**src/rtl/chip7458_selftest_seq.sv**
```systemverilog
// Exhaustive self-test sequencer for one 7458 AND-OR gate: sweeps all 1024 input vectors and scores p1y/p2y.
// Optional build macro CHIP7458_SEQ_STOP_ON_ERR_EN ends the run at the first mismatching vector.
module chip7458_selftest_seq #(
    parameter int SETTLE_CYCLES = 1,
    parameter int ERR_W         = 11
) (
    input  logic             clk,
    input  logic             rst_n,
    input  logic             start,
    input  logic             abort,
    output logic [5:0]       drv_p1,
    output logic [3:0]       drv_p2,
    input  logic             mon_p1y,
    input  logic             mon_p2y,
    output logic             busy,
    output logic             done,
    output logic             pass,
    output logic [ERR_W-1:0] err_count,
    output logic             first_err_valid,
    output logic [9:0]       first_err_vec
);

    typedef enum logic [1:0] {
        IDLE   = 2'd0,
        SETTLE = 2'd1,
        CHECK  = 2'd2,
        DONE   = 2'd3
    } state_t;

    localparam logic [3:0] SETTLE_LAST = 4'(SETTLE_CYCLES - 1);
    localparam logic [9:0] VEC_LAST    = 10'h3FF;

    state_t           state_q, state_d;
    logic [9:0]       vec_q, vec_d;
    logic [3:0]       settle_q, settle_d;
    logic [ERR_W-1:0] err_q, err_d;
    logic             fev_q, fev_d;
    logic [9:0]       fvec_q, fvec_d;
    logic             pass_q, pass_d;

    logic exp_p1y, exp_p2y, mismatch, stop_now;

    // Golden model evaluated on the registered vector, i.e. exactly what the gate sees.
    assign exp_p1y  = (vec_q[0] & vec_q[1] & vec_q[2]) | (vec_q[3] & vec_q[4] & vec_q[5]);
    assign exp_p2y  = (vec_q[6] & vec_q[7]) | (vec_q[8] & vec_q[9]);
    assign mismatch = (mon_p1y != exp_p1y) || (mon_p2y != exp_p2y);

`ifdef CHIP7458_SEQ_STOP_ON_ERR_EN
    assign stop_now = mismatch;
`else
    assign stop_now = 1'b0;
`endif

    always_comb begin
        state_d  = state_q;
        vec_d    = vec_q;
        settle_d = settle_q;
        err_d    = err_q;
        fev_d    = fev_q;
        fvec_d   = fvec_q;
        pass_d   = pass_q;
        unique case (state_q)
            IDLE: begin
                if (start) begin
                    err_d    = '0;
                    fev_d    = 1'b0;
                    fvec_d   = '0;
                    pass_d   = 1'b0;
                    vec_d    = '0;
                    settle_d = '0;
                    state_d  = SETTLE;
                end
            end
            SETTLE: begin
                if (abort) begin
                    vec_d    = '0;
                    settle_d = '0;
                    pass_d   = 1'b0;
                    state_d  = IDLE;
                end else if (settle_q == SETTLE_LAST) begin
                    settle_d = '0;
                    state_d  = CHECK;
                end else begin
                    settle_d = settle_q + 4'd1;
                end
            end
            CHECK: begin
                if (abort) begin
                    vec_d   = '0;
                    pass_d  = 1'b0;
                    state_d = IDLE;
                end else begin
                    if (mismatch) begin
                        if (err_q != {ERR_W{1'b1}}) begin
                            err_d = err_q + 1'b1;
                        end
                        if (!fev_q) begin
                            fev_d  = 1'b1;
                            fvec_d = vec_q;
                        end
                    end
                    // pass is decided here so it already includes this final check.
                    if ((vec_q == VEC_LAST) || stop_now) begin
                        pass_d  = (err_d == '0);
                        state_d = DONE;
                    end else begin
                        vec_d   = vec_q + 10'd1;
                        state_d = SETTLE;
                    end
                end
            end
            DONE: begin
                vec_d   = '0;
                state_d = IDLE;
            end
            default: state_d = IDLE;
        endcase
    end

    always_ff @(posedge clk or negedge rst_n) begin
        if (!rst_n) begin
            state_q  <= IDLE;
            vec_q    <= '0;
            settle_q <= '0;
            err_q    <= '0;
            fev_q    <= 1'b0;
            fvec_q   <= '0;
            pass_q   <= 1'b0;
        end else begin
            state_q  <= state_d;
            vec_q    <= vec_d;
            settle_q <= settle_d;
            err_q    <= err_d;
            fev_q    <= fev_d;
            fvec_q   <= fvec_d;
            pass_q   <= pass_d;
        end
    end

    assign drv_p1          = vec_q[5:0];
    assign drv_p2          = vec_q[9:6];
    assign busy            = (state_q == SETTLE) || (state_q == CHECK);
    assign done            = (state_q == DONE);
    assign pass            = pass_q;
    assign err_count       = err_q;
    assign first_err_valid = fev_q;
    assign first_err_vec   = fvec_q;

endmodule
```
**config.mk**
```make
export PLATFORM = sky130hd
export DESIGN_NAME = chip7458_selftest_seq
export DESIGN_NICKNAME = d
export VERILOG_FILES = /design/src/rtl/chip7458_selftest_seq.sv
export SDC_FILE = /design/constraint.sdc
export NUM_CORES = 1
export LEC_CHECK = 0
export ABC_AREA = 1
export CELL_PAD_IN_SITES_DETAIL_PLACEMENT = 1
export CELL_PAD_IN_SITES_GLOBAL_PLACEMENT = 1
export CORE_MARGIN = 2
export CORE_UTILIZATION = 30
export CTS_CLUSTER_SIZE = 10
export DETAILED_ROUTE_END_ITERATION = 6
export GPL_TIMING_DRIVEN = 0
export PLACE_DENSITY = 0.73
export REMOVE_ABC_BUFFERS = 1
export SLEW_MARGIN = 20
export SYNTH_ARGS = -nofsm -noshare
export SYNTH_HDL_FRONTEND = slang
export SYNTH_SLANG_ARGS = --single-unit
```
**constraint.sdc**
```tcl
create_clock -name clk -period 3.2 [get_ports clk]
set_input_delay 0.32 -clock clk [delete_from_list [all_inputs] [get_ports clk]]
set_output_delay 0.32 -clock clk [all_outputs]
set_load 0.03 [all_outputs]
```
# ---- Yosys cells after proc, flatten, opt, wreduce, memory -nomap -nowiden
# Index checks and enable logic that the tools add are counted.
dict set report totals {
  register_bits 39
  latchBits 0
  ramBits 0
  mem_bits_ro 0
  input_bits 6
  out_inout_bits 35
  elab_cells 82
  n_memories 0
}
dict set report op_classes {
  addsub 3
  n_mul 0
  div_mod_pow 0
  magnitude_cmp 0
  n_eq_ne 15
  n_shift 0
  n_mux 34
  bitwise_logic 8
  reduce_logical 15
}
# operator n
set ops {}
lappend ops {{10-bit 2-to-1 mux} 7}
lappend ops {{11-bit 2-to-1 mux} 6}
lappend ops {{10-bit case mux with 4 select lines} 1}
lappend ops {{11-bit case mux with 2 select lines} 1}
lappend ops {{10-bit case mux with 2 select lines} 1}
lappend ops {{4-bit 2-to-1 mux} 3}
lappend ops {{11-bit by 1-bit adder with 11-bit output, second input constant} 1}
lappend ops {{11-bit zero test} 1}
lappend ops {{11-bit != test, second input constant} 1}
lappend ops {{10-bit by 1-bit adder with 10-bit output, second input constant} 1}
lappend ops {{10-bit equality test, second input constant} 1}
lappend ops {{2-bit 2-to-1 mux} 5}
lappend ops {{2-bit != test, second input constant} 5}
lappend ops {{3-bit != test, second input constant} 3}
lappend ops {{2-bit case mux with 4 select lines} 1}
lappend ops {{4-bit case mux with 2 select lines} 1}
lappend ops {{4-bit AND reduction} 2}
lappend ops {{1-bit AND} 6}
lappend ops {{1-bit 2-to-1 mux} 6}
lappend ops {{3-bit AND reduction} 2}
lappend ops {{5-bit AND reduction} 1}
lappend ops {{4-bit by 1-bit adder with 4-bit output, second input constant} 1}
lappend ops {{2-bit equality test, second input constant} 2}
lappend ops {{4-bit zero test} 1}
lappend ops {{other kinds (10)} 15}

# ---- Logic depth before layout (Yosys ltp)
# Gate-level depths: netlist of the first run.
dict set report depth {
  word_depth 12
  ltp_mapped 15
  depth_no_buf 14
}

# ---- Worst setup path after synthesis of the first run
# OpenSTA, ideal clock, no wires.
dict set report synth_timing {
  kind {reg-to-reg}
  from {register vec_q[0]}
  to {register pass_q, in the netlist pass}
  setup_time_ns 0.120
  arrival_ns 1.830
  required_time_ns 3.080
  setup_slack_ns 1.250
  stages_incl_launch_ff 13
  n_path_buf 1
  period_less_slack_ns 1.950
  path_cell_list {dfrtp_1 ha_1 ha_1 inv_1 nand3_1 nand2_4 nand2_4 buf_6 nand2_1 xor2_1 nor2_1 nand2_1 nand2_1}
}
dict set report synth_via {
  elab_chain_len 12
  word_cells_on_any_way 15
  cone_classes {3 x eq/ne; 6 x mux; 3 x bitwise; 3 x reduce/logical}
}
# element line_no
set synth_lines {}
lappend synth_lines {{start: declaration} 34} ;# logic [9:0] vec_q, vec_d;
lappend synth_lines {{start signal: assignment} 131} ;# vec_q <= vec_d;
lappend synth_lines {{1-bit AND (2 in a row)} 44} ;# assign exp_p1y = (vec_q[0] & vec_q[1] & vec_q[2]) | (vec_q[3] & vec_q[4] & vec_q[5]);
lappend synth_lines {{1-bit bitwise OR} 44}
lappend synth_lines {{1-bit != test} 46} ;# assign mismatch = (mon_p1y != exp_p1y) || (mon_p2y != exp_p2y);
lappend synth_lines {{1-bit logical OR} 46}
lappend synth_lines {{11-bit 2-to-1 mux} 93} ;# if (mismatch) begin
lappend synth_lines {{11-bit 2-to-1 mux} 88} ;# if (abort) begin
lappend synth_lines {{11-bit 2-to-1 mux} 62} ;# unique case (state_q)
lappend synth_lines {{11-bit zero test} 104} ;# pass_d = (err_d == '0);
lappend synth_lines {{1-bit 2-to-1 mux} 103} ;# if ((vec_q == VEC_LAST) || stop_now) begin
lappend synth_lines {{1-bit 2-to-1 mux} 88}
lappend synth_lines {{1-bit case mux with 3 select lines} 62}
lappend synth_lines {{end signal: assignment} 136} ;# pass_q <= pass_d;
lappend synth_lines {{end: declaration} 39} ;# logic pass_q, pass_d;
# Several ways; a longest one is shown, not always the timed one. The select of a mux whose other input is x is not followed.
# A chain may end at the register's enable or synchronous reset.

# ---- Final worst setup path of the first run
dict set report layout_timing {
  from {register state_q[0]}
  to {register vec_q[8]}
}
dict set report layout_via {
  elab_chain_len 3
  word_cells_on_any_way 9
  cone_classes {6 x eq/ne; 1 x mux; 2 x reduce/logical}
}
# element line_no
set layout_lines {}
lappend layout_lines {{start: declaration} 33} ;# state_t state_q, state_d;
lappend layout_lines {{start signal: assignment} 130} ;# state_q <= state_d;
lappend layout_lines {{2-bit equality test, or another cell as far along} 62}
lappend layout_lines {{3-bit != test (no source line) or 2-bit != test (tied branches)} -}
lappend layout_lines {{3-bit AND reduction (no source line)} -}
# Several ways; a longest one is shown, not always the timed one.

==> summary.md, run 1 <==
| Metric | Value |
|---|---|
| Outcome | completed |
| Final ANT Viol Nets | 0 |
| Initial antenna violation count | 0 |
| DR iter-0 viols | 96 |
| Max VDD drop | 381 uV |
| RSZ-0062 raised after global routing | no |
| CTS root buffer | clkbuf_8 |
| Clock Tree Buf Depth | 2 |
| Vias per Instance | 4.85 |
| Critical path class | reg -> reg |
| Rows | 33 |
| Post_cts resized | 0 |
| Worst EP arrival | around 2.8 ns |
| Count of final hold-check violations | 0 |
| Commonest non-fill, non-tap cell in the layout | nand2_1 |
| Die H | approximately 95 um |
| Pins over their slew limit | 0 |
| Drt pass-1 iters | 4 |
| Final HPWL DP | 5.32 mm |
| Pleak | around 1.4 nW |
| Compound-Gate Fraction of Synth Area | between 9 and 10% |
| Routed len/inst | approximately 14 um |
| N_diodes | 0 |
| Nets | 396 |
| Num ports | 41 |
| Tightest Pin Transition | around 0.78 ns |
| Placer congestion estimate | roughly 0.8 |
| CP Capture Type | flip-flop |
| Setup TNS | 0 ns |
| Main combinational cell family by area after synthesis | simple AND/OR/NAND/NOR gates |
| Ys Warns | 0 |
| Power Density | roughly 510 nW/um^2 |
| Clock sinks | 39 |
| Worst-Skew Late Latency | approximately 0.30 ns |
| First-pass GRT wire length | 12.1 mm |
| Cells after synthesis | about 340 |
| Post-Synth XOR/XNOR Area | 2.13% |
| Final setup viols | 0 |
| Critical Path RT | around 3.4 ns |
| Die Area | 8960 um^2 |
| Adder-cell share of the synthesized area | under 10% |
| Synthesis-to-layout area growth | 25.2% |
| Sequential area share after synthesis | 39.6% |
| Die W | roughly 95 um |
| Final WS setup | about 0.60 ns |
| Total CTS buffers | 5 |
| CTS clk-pin slew, worst paths | 0.08 ns |
| Mapped Area | 2460 um^2 |
| Initial core utilization | between 30% and 40% |
| Clock skew | roughly 0.014 ns |
| Pin count of the biggest net entering global routing | 30 |
| Yosys cell types | 30 |
| Slew margin rel. | 47.6% |
| Remaining Overflow, GRT | 0 |
| IO buf count | 40 |
| Final Cycle Share | 81.2% |
| Pwr Total | around 0.0016 W |
| #FFs+latches synth | 39 |
| Vias in the first global route | roughly 2.4k |
| Drt drc | 0 |
| Setup bufs post-CTS | 0 |
| Vias | between 2k and 2.5k |
| Final Critical Period | approximately 2.6 ns |
| Fmax | 385 MHz |
| Max Cap Violations | 0 |
| CP startpoint kind | flip-flop |
| CP max FO | 11 |
| Clock H-tree levels | 2 |
| Core area | roughly 8100 um^2 |
| Min-Delay Path Class | in -> async |
| Post-Route WL | 6.99 mm |
| GRT Total Usage | 17.4% |
| Area fraction in and, or, nand and nor cells after synthesis | between 30% and 40% |
| Mux cell area share after synthesis | 0% |
| Most frequent cells in the layout | 81 x nand2_1, 51 x inv_1, 39 x nand3_1, 39 x dfrtp_1, 39 x clkdlybuf4s50_1 |
| Layout cells sized above 1 | about 7.6% |
| Worst slack, placed | approximately 0.69 ns |
| TritonCTS clock tree | built |
| Syn_area_per_cell | roughly 7.4 um^2 |
| CTS Hold Buffers Added | 1 |
[cell families after synthesis]
| family | Yosys count |
|---|---|
| simple gates | 179 |
| buf+inv | 58 |
| xor+xnor | 6 |
| compound gates | 43 |
| flops | 39 |
| fa+ha+maj | 10 |
[flip-flops by register name (all words and copies together) (netlist names)]
signal	cells
settle_q	4
vec_q	10
first_err_valid	1
first_err_vec	10
state_q	2
err_count	11
pass	1
[Yosys cell counts (all sizes together)]
master / count / area, um^2
dfrtp: 39 / 976
xnor2: 1 / 8.76
nand3b: 1 / 7.51
nor3: 6 / 30.0
buf: 4 / 41.3
a21boi: 1 / 7.51
nand2: 90 / 375
inv: 53 / 199
a21oi: 7 / 38.8
ha: 10 / 125
clkinv: 1 / 3.75
or2: 1 / 6.26
nor2: 33 / 139
and2: 1 / 6.26
xor2: 5 / 43.8
o22ai: 9 / 56.3
nand4: 5 / 31.3
nand3: 42 / 233
o21ai: 23 / 115
a31oi: 1 / 6.26
a22oi: 2 / 15.0
[worst max-delay path, cell delays in order (launching register included)]
cell     delay [ns]
dfrtp_1        0.41
inv_1          0.10
ha_1           0.36
inv_2          0.12
nor2_2         0.07
nand4_1        0.14
nand2_1        0.09
nor2_1         0.60
inv_1          0.25
nor3_1         0.26
nor2_1         0.09
[power by group]
group / internal [W] / switching, W
Clock: 0.000228 / 0.000189
Combinational: 0.000181 / 0.000410
Sequential: 0.000526 / 0.0000486
[per-layer routing]
layer / track usage, % / share of wire, %
met1: 24.4 / 49
met2: 27.1 / 47
met3: 3.43 / 2.1
met4: 4.95 / 1.8
met5: 0 / 0
[through the flow]
stage          std cells  util, %  hold WS (ns)  cell area (um^2)
5_1_grt              485     38.1         0.462              3090
3_3_place_gp         476     36.5         0.525              2960
3_5_place_dp         477     36.7         0.220              2970
4_1_cts              485     38.1         0.430              3090
2_1_floorplan        331        -        0.0244              2420
6_report             485     38.1         0.427              3090
[worst paths after layout]
path                                        from  slack (ns)               end  cells after the start
worst max-delay path                  state_q[0]        0.60          vec_q[8]                     10
worst min-delay path                       rst_n        0.43          vec_q[0]                      2
worst max register to register        state_q[0]        0.60          vec_q[8]                     10
worst min register to register  first_err_vec[8]        0.54  first_err_vec[8]                      2
max in group asynchronous                  rst_n        2.32     err_count[10]                      3
min in group clk                first_err_vec[8]        0.54  first_err_vec[8]                      2
[layout make-up]
class / instances / area [um^2]
inverter: 54 / 203
sequential: 39 / 976
multi-input combinational: 238 / 1240
timing repair buffer: 42 / 425
fill: 1038 / 5010
clock inverter: 2 / 37.5
tap: 105 / 131
clock buffer: 5 / 68.8
No activity file was read; power rests on OpenSTA's default activity.
==> run 2: changes to the inputs <==
==> constraint.sdc (replaced) <==
create_clock -name clk -period 2.5 [get_ports clk]
set_input_delay 0.25 -clock clk [delete_from_list [all_inputs] [get_ports clk]]
set_output_delay 0.25 -clock clk [all_outputs]
set_load 0.03 [all_outputs]
==> run 2 against run 1 <==
Effect of this change: sequential share of layout area decreased by 0.13 points; critical path depth down 2; non-clock buffer count unchanged; cell area rose by 0.41%; largest power group unchanged.
==> summary.md, run 2 (synthesis results as in run 1) <==
| Metric | Value |
|---|---|
| Core area | just over 8000 um^2 |
| Vias per Instance | slightly below 5 |
| R2R setup slack | 0.21 ns |
| CP max FO | 10 |
| RSZ-0062 raised after global routing | no |
| Final Cycle Share | slightly above 90% |
| Final setup viols | 0 |
| Final HPWL DP | 5.32 mm |
| RR Endpoint | first_err_vec[2] |
| Critical Path RT | 2.71 ns |
| Min-Delay Path Class | in -> async |
| First-pass GRT wire length | 12.1 mm |
| CTS clk-pin slew, worst paths | about 0.080 ns |
| Global Route met2 Usage | between 20 and 30% |
| Nets | around 400 |
| Clock H-tree levels | 2 |
| IO buf count | 40 |
| GRT Total Usage | 17.3% |
| Final ANT Viol Nets | 0 |
| Pwr Total | approximately 0.002 W |
| Final Core Density | a little under two fifths |
| Clock sinks | 39 |
| Max FFs per register | 11 |
| Initial antenna violation count | 0 |
| Vias | 2374 |
| Vias in the first global route | between 2k and 2.5k |
| Setup TNS | 0 ns |
| Pins over their slew limit | 0 |
| Reg2Reg Depth | 8 |
| Tightest Pin Transition | roughly 0.5 ns |
| Slew margin rel. | between 60% and 70% |
| Placer congestion estimate | 0.815 |
| R2r startpoint | state_q[0] |
| Fmax | about 440 MHz |
| Most frequent cells in the layout | 81 x nand2_1, 51 x inv_1, 39 x nand3_1, 39 x dfrtp_1, 39 x clkdlybuf4s50_1 |
| Power Density | approximately 660 nW/um^2 |
| CTS root buffer | clkbuf_8 |
| TritonCTS clock tree | built |
| Rows | 33 |
| Critical path class | reg -> reg |
| Outcome | completed |
| Worst EP arrival | 2.50 ns |
| Remaining Overflow, GRT | 0 |
| Die Area | approximately 9000 um^2 |
| Routed len/inst | between 10 and 15 um |
| Pin count of the biggest net entering global routing | 30 |
| Layout cells sized above 1 | 8.16% |
| N_diodes | 0 |
| Setup bufs post-CTS | 0 |
| Drt drc | 0 |
| Max VDD drop | 488 uV |
| Post-Route WL | 7.00 mm |
| Die W | 94.6 um |
| Die H | about 95 um |
| DR iter-0 viols | just over 80 |
| Max Cap Violations | 0 |
| Drt pass-1 iters | 4 |
| Worst-Skew Late Latency | approximately 0.30 ns |
| Synthesis-to-layout area growth | 25.7% |
| Count of final hold-check violations | 0 |
| Clock Tree Buf Depth | 2 |
| Most Crowded Layer GR | met2 |
| Total CTS buffers | 5 |
| CP Capture Type | flip-flop |
| CP startpoint kind | flip-flop |
| Final Critical Period | 2.29 ns |
| M1 GR Usage | between 20% and 30% |
| Pleak | roughly 1.4 nW |
| Hold_ws | between 0.3 and 0.4 ns |
| Commonest non-fill, non-tap cell in the layout | nand2_1 |
| Met3 Usage GRT | 3.43% |
| Initial core utilization | 30.5% |
| Num ports | 41 |
| Clock skew | between 0.01 and 0.015 ns |
run 2: cell counts in the layout (fill, tap and decap cells not counted):
No cell type changed its count.
run 2: how the worst max path moves through the flow:
stage / startpoint / end / slack (ns) / cells after the start
finish: state_q[0] / first_err_vec[2] / 0.21 / 8
global route: state_q[0] / first_err_vec[6] / 0.008 / 10
CTS: state_q[0] / first_err_vec[2] / 0.04 / 8
detailed placement: state_q[0] / first_err_vec[2] / -0.01 / 9
global placement: state_q[0] / first_err_vec[6] / 0.05 / 10
floorplan: vec_q[0] / vec_q[8] / 0.52 / 10
run 2: what timing repair did:
action	CTS	global route
pin swaps	0	0
hold buffers	1	0
hold endpoints to repair	10	0
gates resized for setup	2	1
setup endpoints to repair	5	11
run 2: worst max-delay path, cell delays in order, from the launching register on:
cell,delay (ns)
dfrtp_1,0.42
inv_1,0.12
ha_2,0.34
inv_2,0.07
nor2_2,0.21
nand2_2,0.18
nand2_4,0.16
nand4_1,0.38
o22ai_1,0.32
run 2: layout make-up:
cell class	instances	area, um^2
clock inverter	2	37.5
multi-input combinational	238	1260
clock buffer	5	68.8
fill	1035	4990
tap	105	131
inverter	54	203
sequential	39	976
timing repair buffer	42	425
run 2: per-layer routing:
layer	wire, um	part of all wire [%]	vias to the layer above
met5	0	0	-
met4	124	1.8	0
met2	3280	47	44
met1	3440	49	1153
met3	162	2.3	12
li1	-	-	1165
run 2: per-stage QoR:
step	setup WS [ns]	cells	cell area, um^2
after global placement	0.0496	476	2960
after detailed placement	-0.0118	477	2970
final	0.205	485	3100
after CTS	0.0373	485	3100
after global routing	0.00808	485	3100
after floorplan	0.518	331	2420
run 2: where the power goes:
group / switching [W] / internal (W) / total, W / leakage [nW]
Combinational: 0.000535 / 0.000239 / 0.000774 / 0.777
Sequential: 0.0000651 / 0.000674 / 0.000739 / 0.539
Clock: 0.000242 / 0.000292 / 0.000534 / 0.0502
